File: config.mk
export PLATFORM = sky130hd
export DESIGN_NAME = button_bank
export DESIGN_NICKNAME = d
export VERILOG_FILES = /design/src/rtl/button_bank_pkg.sv /design/src/rtl/button_bank_debounce_fsm.sv /design/src/rtl/button_bank.sv
export SDC_FILE = /design/constraint.sdc
export NUM_CORES = 1
export LEC_CHECK = 0
export BUFFER_PORTS_ARGS = -buffer_cell sky130_fd_sc_hd__buf_4
export CAP_MARGIN = 15
export CELL_PAD_IN_SITES_DETAIL_PLACEMENT = 0
export CELL_PAD_IN_SITES_GLOBAL_PLACEMENT = 1
export CORE_MARGIN = 2
export CORE_UTILIZATION = 35
export DETAILED_ROUTE_END_ITERATION = 8
export PLACE_DENSITY = 0.7
export SETUP_SLACK_MARGIN = 0.4
export SLEW_MARGIN = 0
export SYNTH_ARGS = -nofsm -noshare
export SYNTH_HDL_FRONTEND = slang
export SYNTH_SLANG_ARGS = --single-unit
File: constraint.sdc
create_clock -name clk -period 12.35 [get_ports clk]
set_input_delay 3.705 -clock clk [delete_from_list [all_inputs] [get_ports clk]]
set_output_delay 3.705 -clock clk [all_outputs]
set_load 0.02 [all_outputs]
File: src/rtl/button_bank_pkg.sv
// Shared types and codes for the multi-channel button front end.
// Debounce FSM state encodings, edge_mode codes and a width helper.
package button_bank_pkg;

    typedef enum logic [1:0] {
        ZERO  = 2'd0,
        WAIT1 = 2'd1,
        ONE   = 2'd2,
        WAIT0 = 2'd3
    } deb_state_t;

    localparam logic [1:0] EDGE_RISE = 2'b00;
    localparam logic [1:0] EDGE_FALL = 2'b01;
    localparam logic [1:0] EDGE_ANY  = 2'b10;
    localparam logic [1:0] EDGE_OFF  = 2'b11;

    // Bits needed to hold max_val, never less than one.
    function automatic int width_for(input int max_val);
        return (max_val < 2) ? 1 : $clog2(max_val + 1);
    endfunction

endpackage

File: src/rtl/button_bank_debounce_fsm.sv
// One button channel: two-flop synchroniser followed by a four-state debounce FSM.
// deb_out changes DEB_TICKS+3 edges after a clean step on the pin; no backpressure.
module debounce_fsm #(
    parameter int DEB_TICKS = 1_000_000
) (
    input  logic clk,
    input  logic reset,
    input  logic i_noisy,
    output logic o_deb
);
    import button_bank_pkg::*;

    localparam int             TW   = width_for(DEB_TICKS - 1);
    localparam logic [TW-1:0]  LOAD = TW'(DEB_TICKS - 1);

    logic          r_sync1;
    logic          r_sync2;
    deb_state_t    r_state;
    logic [TW-1:0] r_timer;
    logic          r_deb;

    always_ff @(posedge clk or posedge reset) begin
        if (reset) begin
            r_sync1 <= 1'b0;
            r_sync2 <= 1'b0;
            r_state <= ZERO;
            r_timer <= '0;
            r_deb   <= 1'b0;
        end else begin
            r_sync1 <= i_noisy;
            r_sync2 <= r_sync1;
            case (r_state)
                ZERO: begin
                    if (r_sync2) begin
                        r_state <= WAIT1;
                        r_timer <= LOAD;
                    end
                end
                WAIT1: begin
                    if (!r_sync2) begin
                        r_state <= ZERO;
                    end else if (r_timer == '0) begin
                        r_state <= ONE;
                        r_deb   <= 1'b1;
                    end else begin
                        r_timer <= r_timer - 1'b1;
                    end
                end
                ONE: begin
                    if (!r_sync2) begin
                        r_state <= WAIT0;
                        r_timer <= LOAD;
                    end
                end
                WAIT0: begin
                    if (r_sync2) begin
                        r_state <= ONE;
                    end else if (r_timer == '0) begin
                        r_state <= ZERO;
                        r_deb   <= 1'b0;
                    end else begin
                        r_timer <= r_timer - 1'b1;
                    end
                end
                default: r_state <= ZERO;
            endcase
        end
    end

    assign o_deb = r_deb;

endmodule

File: src/rtl/button_bank.sv
// CHANNELS debounced buttons with edge select, hold-to-repeat and wrapping event counters.
// pulse is combinational from registered state; counts/overflow update one edge after pulse.
module button_bank #(
    parameter int CHANNELS     = 4,
    parameter int CNT_BITS     = 4,
    parameter int DEB_TICKS    = 1_000_000,
    parameter int REPEAT_DELAY = 50_000_000,
    parameter int REPEAT_RATE  = 10_000_000
) (
    input  logic                         clk,
    input  logic                         reset,
    input  logic [CHANNELS-1:0]          noisy_in,
    input  logic [1:0]                   edge_mode,
    input  logic                         repeat_en,
    input  logic                         clear,
    output logic [CHANNELS-1:0]          deb_out,
    output logic [CHANNELS-1:0]          pulse,
    output logic [CHANNELS*CNT_BITS-1:0] counts,
    output logic [CHANNELS-1:0]          overflow
);
    import button_bank_pkg::*;

    localparam int             RMAX       = (REPEAT_DELAY > REPEAT_RATE) ? REPEAT_DELAY : REPEAT_RATE;
    localparam int             RW         = width_for(RMAX - 1);
    localparam logic [RW-1:0]  DELAY_LOAD = RW'(REPEAT_DELAY - 1);
    localparam logic [RW-1:0]  RATE_LOAD  = RW'(REPEAT_RATE - 1);

    logic w_rise_en;
    logic w_fall_en;
    logic w_rep_ok;

    assign w_rise_en = (edge_mode == EDGE_RISE) || (edge_mode == EDGE_ANY);
    assign w_fall_en = (edge_mode == EDGE_FALL) || (edge_mode == EDGE_ANY);
    assign w_rep_ok  = (edge_mode != EDGE_OFF);

    for (genvar g = 0; g < CHANNELS; g++) begin : g_ch
        logic                w_deb;
        logic                w_rise;
        logic                w_fall;
        logic                w_rep_hit;
        logic                w_pulse;
        logic                r_deb_prev;
        logic [RW-1:0]       r_rep_timer;
        logic [CNT_BITS-1:0] r_cnt;
        logic                r_ovf;

        debounce_fsm #(
            .DEB_TICKS (DEB_TICKS)
        ) u_deb (
            .clk     (clk),
            .reset   (reset),
            .i_noisy (noisy_in[g]),
            .o_deb   (w_deb)
        );

        assign w_rise    = w_deb & ~r_deb_prev;
        assign w_fall    = ~w_deb & r_deb_prev;
        // The rise cycle itself only arms the repeat timer.
        assign w_rep_hit = w_deb & repeat_en & ~w_rise & (r_rep_timer == '0);
        assign w_pulse   = (w_rise & w_rise_en) | (w_fall & w_fall_en) | (w_rep_hit & w_rep_ok);

        always_ff @(posedge clk or posedge reset) begin
            if (reset) begin
                r_deb_prev  <= 1'b0;
                r_rep_timer <= '0;
                r_cnt       <= '0;
                r_ovf       <= 1'b0;
            end else begin
                r_deb_prev <= w_deb;

                if (w_rise) begin
                    r_rep_timer <= DELAY_LOAD;
                end else if (w_deb && repeat_en) begin
                    if (r_rep_timer == '0) begin
                        r_rep_timer <= RATE_LOAD;
                    end else begin
                        r_rep_timer <= r_rep_timer - 1'b1;
                    end
                end else begin
                    r_rep_timer <= DELAY_LOAD;
                end

                if (clear) begin
                    r_cnt <= '0;
                    r_ovf <= 1'b0;
                end else if (w_pulse) begin
                    r_cnt <= r_cnt + 1'b1;
                    if (r_cnt == '1) begin
                        r_ovf <= 1'b1;
                    end
                end
            end
        end

        assign deb_out[g]                       = w_deb;
        assign pulse[g]                         = w_pulse;
        assign counts[g*CNT_BITS +: CNT_BITS]   = r_cnt;
        assign overflow[g]                      = r_ovf;
    end

endmodule

==> impl_metrics.tcl, run 1 <==
set metrics [dict create \
    ff2ff_setup_slack_ns 9.53 \
    final_nets 1287 \
    netlist.area_leader.share 0.4827 \
    critPathLaunchType "input pin" \
    worstMarginPinSlew_ns 0.9039 \
    grt_pass1_wl_um 46240 \
    grt_overflow_total 0 \
    wl_met2_um 12100 \
    setup_viol 0 \
    power.leakage_uw 0.004936 \
    core_mm2 0.03336 \
    tns_ns 0 \
    grtUsageTotal 0.1557 \
    post-cts-setup-buffers 0 \
    period_minus_slack_ns 9.069 \
    vias 9151 \
    fmax_ghz 0.1103 \
    synthCells 1232 \
    slew_violations 0 \
    grt_pass1_vias 9035 \
    synth_top_area_cell "dfrtp_1" \
    syn_avg_cell_area_um2 9.594 \
    area_growth_pct 13.14 \
    ir_worst_vdd_mv 0.1031 \
    r2r_cells 5 \
    synthFlopType "dfrtp_1" \
    numCtsBuffers 27 \
    io_pins 38 \
    min_path_cells 0 \
    drtIter0Drc 426 \
    ys_seq_elements 228 \
    yosys-top-cells-area "dfrtp_1, xnor2_1, nor2_1" \
    min_period_over_period 0.7343 \
    cellPowerDensity_mw_per_mm2 124.2 \
    cts_htree_levels 1 \
    routed_wl_um 26590 \
    async_flop_share 1.000 \
    syn_area_mm2 0.01182 \
    crit_type "input pin to output port" \
    critical_path.max_fanout 8 \
    synth.distinct_cells 70 \
    clkSinkCount 228 \
    worstHoldEndpoint "g_ch[3].u_deb.r_sync2" \
    status "finished clean" \
    drt_first_pass_iters 4 \
    die_y_um 187.8 \
    postCtsHoldBufs 0 \
    yosysSeqAreaShare 0.4827 \
    viasPerCell 5.305 \
    hp-start "g_ch[3].u_deb.r_sync1" \
    diodes 0 \
    path_clk_slew_ns 0.05 \
    cp_data_arrival_time_ns 5.36 \
    rsz0062_at_grt "false" \
    fp.dieW_um 187.8 \
    holdWs_ns 0.3475 \
    clkLatencyLatePin_ns 0.53 \
    wl_met1_um 13230 \
    ys.warnings.count 0 \
    cts_tree "built" \
    clockRootBuffer "clkbuf_16" \
    r2r-start "g_ch[3].r_rep_timer[6]" \
    cts_buffer_depth 3 \
    initial_core_util 0.3543 \
    hold_class "flip-flop to flip-flop" \
    drive_gt1_frac 0.08144 \
    grt_start_max_net_pins 95 \
    drv_cap 0 \
    post_drt_wl_per_cell_um 15.41 \
    wl_met3_um 877 \
    antenna_found_initial 0 \
    dieArea_mm2 0.03526 \
    end_kind "output port" \
    yosys-top-cells-count "dfrtp_1, nor2_1, nand2_1" \
    syn_nets 1261 \
    relSlewSlack 0.3918 \
    postRouteAntennaNets 0 \
    hpwl_um 18080 \
    drc 0 \
    crit_required_ns 8.64 \
    num-fill-cells 3350 \
    cts_resized 0 \
    place.gp.congestion 0.7832 \
    finClkSkew_ns 0.01106 \
    io_buffers 37 \
    core.rowCount 67 \
    synth-edff-count 0 \
    hold_violations 0 \
    highest_layer "met4" \
    r2r-end "g_ch[3].r_cnt[3]" \
    synth.most_common_cell "dfrtp_1" \
]
[metrics by stage]
step | power, uW | setup slack, ns | instances | area (um^2) | util
3_5_place_dp | 881.1 | 3.245 | 1677 | 12490 | 0.3744
5_1_grt | 1739 | 3.068 | 1725 | 13370 | 0.4008
4_1_cts | 1689 | 3.244 | 1725 | 13370 | 0.4008
3_3_place_gp | 878.9 | 3.220 | 1677 | 12490 | 0.3744
6_report | 1661 | 3.281 | 1725 | 13370 | 0.4008
2_1_floorplan | 852.7 | 2.397 | 1232 | 11820 | -
[sequential cells by signal, indices dropped and copies added, names as in the netlist, named ones only]
name                count
g_ch.u_deb.o_deb        4
g_ch.r_cnt             16
g_ch.r_ovf              4
g_ch.u_deb.r_state      4
g_ch.r_rep_timer      104
g_ch.u_deb.r_sync1      4
g_ch.u_deb.r_sync2      4
g_ch.r_deb_prev         4
g_ch.u_deb.r_timer     80
[layout make-up]
type | count | area, um^2 | share of cell area
Tap cell | 448 | 560.5 | 0.04192
Clock inverter | 10 | 125.1 | 0.009356
Timing Repair Buffer | 43 | 322.8 | 0.02414
Inverter | 36 | 142.6 | 0.01067
Sequential cell | 228 | 5705 | 0.4266
Clock buffer | 38 | 757.0 | 0.05661
Multi-Input combinational cell | 922 | 5759 | 0.4307
[critical path, cell delays in order]
cell	delay (ns)
buf_4	0.09
inv_1	0.05
ha_1	0.19
nor2_1	0.26
o31ai_1	0.11
a41oi_1	0.62
inv_1	0.14
buf_4	0.20
[where the power goes]
part	switching (uW)	total (uW)	internal, uW	leakage (uW)
combinational	53.4	78.7	25.4	0.00196
sequential	22.4	787	765	0.00253
clock	309	796	486	0.000440
[kinds of logic (layout without fill, tap and decap cells)]
logic type / after synthesis / after routing / share of synthesized area
and+or+nand+nor: 582 / 582 / 0.2624
DFF: 228 / 228 / 0.4827
AOI/OAI and AO/OA: 201 / 201 / 0.1130
xor gates and xnor gates: 99 / 99 / 0.07336
buffers and inverters: 82 / 127 / 0.03006
muxes: 21 / 21 / 0.01842
adders and majority gates: 19 / 19 / 0.02011
[layer usage]
metal / vias to the layer above / track usage
met4: 0 / 0.03301
met2: 89 / 0.2494
met3: 24 / 0.02321
met5: - / 0
met1: 4504 / 0.2237
li1: 4534 / -
[cells in the final DEF, fill, tap and decap left out, types with 5 or more instances in the layout]
cell and instances:
buf_4 43, a22oi_1 6, clkbuf_1 7, inv_1 34, nand3_1 46, and4_1 5, xor2_1 31, a21oi_1 44
mux2i_1 15, dfrtp_1 228, xnor2_1 68, or4_1 31, nor4_1 39, clkinv_2 7, o21a_1 8, nand2_1 108
and2_1 7, a2111oi_0 9, nand3b_1 6, clkbuf_16 27, or2_2 6, nand4_1 15, nor3b_1 5, or3_1 55
a31oi_1 6, nor2b_1 7, a211o_1 5, and3_1 16, nand4b_1 5, nor2_1 126, nand2b_1 31, nor3_1 52
o31ai_1 23, a311oi_1 9, o21ai_0 49, ha_1 19
[worst max path at each step]
stage / start / to / slack, ns
4_1_cts: edge_mode[0] / pulse[2] / 3.24
6_report: edge_mode[0] / pulse[2] / 3.28
3_3_place_gp: edge_mode[0] / pulse[2] / 3.22
2_1_floorplan: reset / async pin / 2.40
5_1_grt: edge_mode[0] / pulse[2] / 3.07
3_5_place_dp: edge_mode[0] / pulse[2] / 3.24
Note: power is estimated with default switching activity, not from simulation.
==> run 2: changes to the inputs <==
==> constraint.sdc (replaced) <==
create_clock -name clk -period 8.9 [get_ports clk]
set_input_delay 2.67 -clock clk [delete_from_list [all_inputs] [get_ports clk]]
set_output_delay 2.67 -clock clk [all_outputs]
set_load 0.02 [all_outputs]
==> impl_metrics.tcl, run 2 (synthesis results as in run 1) <==
set metrics [dict create \
    final_cell_mix "dfrtp_1, nor2_1, nand2_1" \
    clkSinkCount 228 \
    grt_start_max_net_pins 74 \
    cts_htree_levels 1 \
    cts_buffer_depth 3 \
    setup_viol 0 \
    initial_core_util 0.3543 \
    post-cts-setup-buffers 0 \
    area_growth_pct 14.37 \
    path_cells "buf_4 > and3_1 > nand2b_1 > o41a_1 > inv_2 > buf_4" \
    num-fill-cells 3294 \
    io_pins 38 \
    largest_reg_flops 104 \
    ff2ff_setup_slack_ns 6.06 \
    finClkSkew_ns 0.01042 \
    viasPerCell 5.256 \
    status "finished clean" \
    vias 9103 \
    critical_path.max_fanout 13 \
    post_drt_wl_per_cell_um 15.18 \
    critPathLaunch "repeat_en" \
    postRouteAntennaNets 0 \
    hpwl_um 17910 \
    cts_tree "built" \
    period_minus_slack_ns 6.925 \
    hold_violations 0 \
    r2r-start "g_ch[3].r_rep_timer[6]" \
    core.rowCount 67 \
    cp_data_arrival_time_ns 4.26 \
    ir_worst_vdd_mv 0.1706 \
    drt_first_pass_iters 5 \
    grt_pass1_wl_um 45170 \
    relSlewSlack 0.3210 \
    tns_ns 0 \
    grt_pass1_vias 8835 \
    worstMarginPinSlew_ns 1.009 \
    fp.dieW_um 187.8 \
    die_y_um 187.8 \
    hold_class "flip-flop to flip-flop" \
    crit_cells 6 \
    drive_gt1_frac 0.09034 \
    cp-endpoint "pulse[0]" \
    critPathSlowestCell "o41a_1" \
    min_period_over_period 0.7781 \
    crit_family "compound AO/OA/AOI/OAI gates" \
    largestRegisters "g_ch.r_rep_timer x104, g_ch.u_deb.r_timer x80, g_ch.r_cnt x16" \
    routed_wl_um 26290 \
    top_register "g_ch.r_rep_timer" \
    final_cells 1732 \
    diodes 0 \
    cp.buffers_inverters 3 \
    path_clk_slew_ns 0.06 \
    drv_cap 0 \
    dieArea_mm2 0.03526 \
    clockRootBuffer "clkbuf_16" \
    holdWs_ns 0.3501 \
    rsz0062_at_grt "false" \
    slew_violations 0 \
    cellPowerDensity_mw_per_mm2 178.8 \
    layout_commonest_cell "dfrtp_1" \
    core_mm2 0.03336 \
    final_nets 1291 \
    r2r_cells 5 \
    end_kind "output port" \
    clkLatencyLatePin_ns 0.54 \
    fmax_ghz 0.1444 \
    crit_type "input pin to output port" \
    p_total_uw 2417 \
    postCtsHoldBufs 0 \
    crit_required_ns 6.23 \
    grt_overflow_total 0 \
    drc 0 \
    place.gp.congestion 0.7780 \
    antenna_found_initial 0 \
    numCtsBuffers 28 \
    r2r-end "g_ch[3].r_cnt[2]" \
    io_buffers 37 \
    critPathMostFrequentCell "buf_4" \
    grtUsageTotal 0.1514 \
    cts_resized 0 \
    power.leakage_uw 0.005008 \
    drtIter0Drc 622 \
    critPathLaunchType "input pin" \
    dp_cells 1679 \
    max_stage_delay_ns 0.59 \
]
## run 2: changes by cell type in the layout (fill, tap and decap cells not counted)
| cell | delta |
|---|---|
| clkinv_2 | -1 |
| clkbuf_2 | +1 |
| clkinvlp_4 | +2 |
| buf_4 | +2 |
| clkbuf_1 | -5 |
| clkbuf_8 | +7 |
| clkbuf_16 | +2 |
| inv_8 | -1 |
## run 2: report_power, final
part	internal, uW	leakage (uW)	switching [uW]
Sequential	1060	0.00253	31.2
Clock	769	0.000505	446
Combinational	35.4	0.00197	74.3
## run 2: area by class of cell
type / count / area, um^2 / share of cell area
well taps: 448 / 560.5 / 0.04146
repair buffers: 46 / 342.8 / 0.02536
inverters: 36 / 138.9 / 0.01027
clock buffers: 42 / 884.6 / 0.06543
clock inverters: 10 / 127.6 / 0.009440
multi-input cells: 922 / 5759 / 0.4260
flip-flops and latches: 228 / 5705 / 0.4220
## run 2: how the worst min path moves through the flow
| stage | depth (start not counted) | startpoint | slack (ns) | to |
|---|---|---|---|---|
| 4_1_cts | 0 | g_ch[3].u_deb.r_sync1 | 0.36 | g_ch[3].u_deb.r_sync2 |
| 5_1_grt | 0 | g_ch[0].u_deb.r_sync1 | 0.36 | g_ch[0].u_deb.r_sync2 |
| 3_5_place_dp | 0 | g_ch[3].u_deb.r_sync1 | 0.34 | g_ch[3].u_deb.r_sync2 |
| 6_report | 0 | g_ch[3].u_deb.r_sync1 | 0.35 | g_ch[3].u_deb.r_sync2 |
| 2_1_floorplan | 0 | g_ch[0].u_deb.r_sync1 | 0.33 | g_ch[0].u_deb.r_sync2 |
| 3_3_place_gp | 0 | g_ch[0].u_deb.r_sync1 | 0.34 | g_ch[0].u_deb.r_sync2 |
## run 2: metrics by stage
step           worst slack [ns]  utilization  cell area, um^2
2_1_floorplan             2.188            -            11820
3_5_place_dp              1.963       0.3747            12500
6_report                  1.975       0.4052            13520
4_1_cts                   1.956       0.4050            13510
5_1_grt                   1.856       0.4052            13520
3_3_place_gp              2.006       0.3747            12500
## run 2: routing by layer
layer / global-route usage / vias to the layer above / part of all wire
li1: - / 4528 / -
met1: 0.2176 / 4414 / 0.50
met2: 0.2376 / 125 / 0.44
met3: 0.02396 / 36 / 0.037
met4: 0.03998 / 0 / 0.024
met5: 0 / - / 0
